--- src/rtl/vram_arbiter.sv ---
// ---------------------------------------------------------------------------
// vram_arbiter
//
// Arbitrates the single-port 16 KB screen RAM between the video fetch engine
// and the Z80. Video owns the RAM in every cycle it raises vfetch. The CPU
// gets a single-cycle access only in a cycle where video is idle. While a CPU
// request is blocked, cpuWait is raised and the blocked cycles are counted
// in a saturating debug counter.
//
// All state changes on the falling clock edge, the same edge the video
// engine uses.
//
// Ports
//   clock       in   1   system clock (state updates on negedge)
//   reset       in   1   synchronous, active-low reset
//   vfetch      in   1   video owns the RAM this cycle
//   vidA        in  13   video fetch address within screen RAM
//   vidD        out  8   RAM read data to video (combinational, = ramDo)
//   cpuReq      in   1   CPU request, level, held until cpuAck
//   cpuWr       in   1   1 = write, 0 = read
//   cpuA        in  14   CPU address within the 16 KB bank
//   cpuDo       in   8   CPU write data
//   cpuDi       out  8   registered CPU read data
//   cpuAck      out  1   one-cycle completion pulse
//   cpuWait     out  1   request pending but blocked by video
//   ramA        out 14   RAM address
//   ramDi       out  8   RAM write data
//   ramDo       in   8   RAM read data, valid in the same cycle as ramA
//   ramWe       out  1   RAM write enable, active high
//   stallCount  out 16   saturating count of cycles with cpuWait = 1
// ---------------------------------------------------------------------------
module vram_arbiter (
    input  logic        clock,
    input  logic        reset,
    input  logic        vfetch,
    input  logic [12:0] vidA,
    output logic [7:0]  vidD,
    input  logic        cpuReq,
    input  logic        cpuWr,
    input  logic [13:0] cpuA,
    input  logic [7:0]  cpuDo,
    output logic [7:0]  cpuDi,
    output logic        cpuAck,
    output logic        cpuWait,
    output logic [13:0] ramA,
    output logic [7:0]  ramDi,
    input  logic [7:0]  ramDo,
    output logic        ramWe,
    output logic [15:0] stallCount
);

    typedef enum logic [1:0] {
        IDLE    = 2'd0,
        ACK     = 2'd1,
        RELEASE = 2'd2
    } state_t;

    state_t      state_r;
    state_t      nextState_s;
    logic        grant_s;
    logic        stall_s;
    logic [7:0]  cpuDi_r;
    logic        cpuAck_r;
    logic [15:0] stallCount_r;

    // State register: reset returns to IDLE from any state, dropping a pending ack.
    always_ff @(negedge clock) begin
        if (!reset) begin
            state_r <= IDLE;
        end else begin
            state_r <= nextState_s;
        end
    end

    // Next-state logic: RELEASE waits for the request to drop so a held
    // request is never granted a second time.
    always_comb begin
        nextState_s = state_r;
        case (state_r)
            IDLE: begin
                if (grant_s) begin
                    nextState_s = ACK;
                end else begin
                    nextState_s = IDLE;
                end
            end
            ACK: begin
                nextState_s = RELEASE;
            end
            RELEASE: begin
                if (!cpuReq) begin
                    nextState_s = IDLE;
                end else begin
                    nextState_s = RELEASE;
                end
            end
            default: begin
                nextState_s = IDLE;
            end
        endcase
    end

    // Output logic: address mux with absolute video priority, grant/stall decode.
    always_comb begin
        grant_s = 1'b0;
        stall_s = 1'b0;
        ramDi   = cpuDo;

        if (vfetch) begin
            ramA = {1'b0, vidA};
        end else begin
            ramA = cpuA;
        end

        // A request is only considered in IDLE and never while reset is held.
        if (reset && (state_r == IDLE) && cpuReq) begin
            if (vfetch) begin
                stall_s = 1'b1;
            end else begin
                grant_s = 1'b1;
            end
        end else begin
            grant_s = 1'b0;
            stall_s = 1'b0;
        end

        // Write strobe exists only in a grant cycle, which implies vfetch = 0.
        ramWe   = grant_s & cpuWr;
        cpuWait = stall_s;
    end

    // Registered CPU-side outputs: read data capture, ack pulse, stall counter.
    always_ff @(negedge clock) begin
        if (!reset) begin
            cpuDi_r      <= 8'h00;
            cpuAck_r     <= 1'b0;
            stallCount_r <= 16'h0000;
        end else begin
            cpuAck_r <= grant_s;
            if (grant_s && !cpuWr) begin
                cpuDi_r <= ramDo;
            end else begin
                cpuDi_r <= cpuDi_r;
            end
            // Saturate at all-ones so a long debug run never wraps to a small value.
            if (stall_s && (stallCount_r != 16'hFFFF)) begin
                stallCount_r <= stallCount_r + 16'd1;
            end else begin
                stallCount_r <= stallCount_r;
            end
        end
    end

    assign vidD       = ramDo;
    assign cpuDi      = cpuDi_r;
    assign cpuAck     = cpuAck_r;
    assign stallCount = stallCount_r;

endmodule

--- config.mk ---
export PLATFORM = sky130hd
export DESIGN_NAME = vram_arbiter
export DESIGN_NICKNAME = d
export VERILOG_FILES = /design/src/rtl/vram_arbiter.sv
export SDC_FILE = /design/constraint.sdc
export NUM_CORES = 1
export LEC_CHECK = 0
export CORE_MARGIN = 2
export CORE_UTILIZATION = 32
export CTS_CLUSTER_SIZE = 24
export DETAILED_ROUTE_END_ITERATION = 12
export PLACE_DENSITY = 0.87
export SYNTH_ARGS = -nofsm -noshare
export SYNTH_HDL_FRONTEND = slang
export SYNTH_SLANG_ARGS = --single-unit
--- constraint.sdc ---
create_clock -name clock -period 1.85 [get_ports clock]
set_input_delay 0.4625 -clock clock [delete_from_list [all_inputs] [get_ports clock]]
set_output_delay 0.4625 -clock clock [all_outputs]
set_load 0.02 [all_outputs]
==> flow_summary.ini <==
[outcome]
outcome = complete, but fails checks
violations = negative setup slack

[clock_tree]
cts_tree = done
hold_buffers = 0
cts.clk_slew.worst_paths_ps = 50
numCtsBuffers = 3
clk_latency_ps = 370
cts_sinks = 27
htree_levels = 1
cts-root-buf = clkbuf_8
cts_buffer_depth = 2

[drt]
wl_met1_um = 2580
route.met3.wl_um = 358
drt-wirelength-per-cell_um = 17.2
route.vias.total = 2047
dr.first_iter.drc_count = 61
drt_wl_total_um = 6580
wl_met2_um = 3430
drc_errors = 0
dr.pass1.iters = 4
viasPerCell = 5.34
antenna_left = 0
top_layer_used = met4

[timing]
finalWorstSetupSlack_ps = -955
finalMaxSlewViolations = 0
fin_worst_skew_ps = 19.4
tns_ps = -21440
setup_viol = 65
grt_setup_unrepaired = true
hold_viol_final = 0
slew_headroom_pct = 80.9
worst_slew_pin_slew_ps = 284
hold_slack_ps = 490

[pwr]
power_density_nw_per_um2 = 482
vdd_drop_max_mv = 0.339
combPwrFrac_pct = 25.0
pwr-share-clk_pct = 37.9
pwr-share-seq_pct = 37.1
p_leak_nw = 1.50
swShare_pct = 34.3
p_sw_uw = 552
p_int_mw = 1.06

[synth]
synthSimpleGateAreaFrac_pct = 25.6
synthAdderAreaFrac_pct = 0.824
async_flop_share_pct = 0
ys_seq_area_share_pct = 35.6
synth_area_um2 = 1520
synth_cell_types = 34
postSynthCellCount = 168
synth_top_flop_cell = dfxtp_1
synth-compound-area-share_pct = 9.97
synth_xor_area_share_pct = 0
syn_avg_cell_area_um2 = 9.04
synth_warnings = 0
synth_edf_count = 0
syn_nets = 217
muxShareOfSynthArea_pct = 16.9
synth_top_family_by_area = simple AND/OR/NAND/NOR gates
synth-seq-cells = 27

[finish]
final_util_pct = 71.7
drive_gt1_share_pct = 55.9
n_fill_cell = 312
antenna_cells = 0
final_common_cell = buf_6
mostFrequentLayoutCells = buf_6 (53), buf_4 (48), clkdlybuf4s50_1 (35)
areaGrowthSynthToFinish_pct = 120
final_nets = 379

[setup_path]
cpLargestDelayFamily = simple AND/OR/NAND/NOR gates
max_stage_delay_ps = 360
slowest_stage = and4bb_2
critPathKind = reg2out
cp.required_ps = 1390
critPathArrivalTime_ps = 2340
critPathMaxFanout = 3
cp_cell_sequence = and4bb_2 > nand2_4 > buf_6 > clkinvlp_4 > buf_6
crit_top_cell = buf_6
startpoint_type = flop
cp-end-kind = output port
timing.critical_path.buf_inv = 3

[flow_run]
maxCapViolations = 0

[die]
start_util_pct = 32.6
ios = 105
die-area_um2 = 5310
die_h_um = 72.9
placementRows = 25
coreArea_um2 = 4660
fp.dieW_um = 72.9

[global_routing]
antenna_found_initial = 0
grt_overflow = 0
grt_pass1_vias = 2010
grt_usage_pct = 21.8
grt_max_degree = 15
grt_pass1_wl_um = 9030

[hold_path]
min_path_type = reg2reg

[placement]
hpwlAfterDp_um = 3870
gp_congestion = 0.888
port_buffers = 88
cell type report:
cell class | instances | area (um2) | share of cell area [%]
inverter | 4 | 23.8 | 0.711
multi-input combinational | 113 | 1010 | 30.1
clock inverter | 28 | 105 | 3.14
tap | 54 | 67.6 | 2.02
sequential | 27 | 574 | 17.2
clock buffer | 3 | 41.3 | 1.24
timing repair buffer | 154 | 1520 | 45.6
final timing paths:
path,endpoint,cells after the start,slack [ps],start
hold / removal,cpuDi[2]$_SDFFE_NN0P_,2,490,cpuDi[2]$_SDFFE_NN0P_
hold reg to reg,cpuDi[2]$_SDFFE_NN0P_,2,490,cpuDi[2]$_SDFFE_NN0P_
setup / recovery,cpuWait,5,-950,state_r[1]$_SDFF_NN0_
setup reg to reg,stallCount[2]$_SDFFE_NN0P_,6,-90,stallCount[0]$_SDFFE_NN0P_
cells in the mapped netlist, drive strengths merged (3+ instances only):
cell type	instances	area share (%)
nand4	5	2.1
o31ai	6	3.0
nor4	4	2.5
nand2	8	2.1
nor2	10	2.5
and3	4	1.6
and4	5	2.9
inv	5	1.2
a21oi	12	4.0
nor3	5	2.0
nand3	6	2.0
or4	7	3.5
mux2	13	9.6
clkbuf	3	0.74
mux2i	11	7.2
dfxtp	27	36
buf	20	9.1
nand2b	3	1.2
o21ai	3	0.99
tightest hold or removal path, delay by kind of cell, from the launching register on:
kind             cells  cell delay [ps]
AND/OR/NAND/NOR      1               70
flip-flops           1              320
multiplexers         1               60
timing repair:
item	CTS	global route
pin swaps	15	18
gates cloned	2	0
setup endpoints to repair	76	64
buffers inserted	21	10
resized for setup	308	40
power by group through the flow:
stage	combinational [mW]	clock, mW	sequential (mW)
2_1_floorplan	0.158	0.0925	0.614
3_3_place_gp	0.324	0.0925	0.605
3_5_place_dp	0.331	0.0925	0.606
4_1_cts	0.377	0.587	0.598
5_1_grt	0.421	0.679	0.597
6_report	0.403	0.610	0.598
stage by stage:
step	worst slack [ps]	instances	area, um2	total power [mW]
floorplan	-558	168	1610	0.864
global placement	-1200	327	2710	1.02
detailed placement	-1290	327	2710	1.03
CTS	-888	380	3200	1.56
global route	-992	383	3340	1.70
finish	-955	383	3340	1.61
registers in the layout, summed over array words and instances, names as in the netlist:
name        cells
state_r         2
cpuDi           8
cpuAck          1
stallCount     16
cell families (layout without fill, tap and decap cells):
kind of cell,count (synthesis),in the layout
simple gates,63,63
buf+inv,28,189
compound gates,25,25
flops,27,27
mux,24,24
fa+ha+maj,1,1
metal layers:
| layer | global-route usage, % | up-vias |
|---|---|---|
| met1 | 24.2 | 979 |
| met3 | 5.52 | 26 |
| met2 | 37.4 | 109 |
| met5 | 0 | - |
| met4 | 13.0 | 0 |
| li1 | - | 933 |
(Power assumes the default switching activity.)
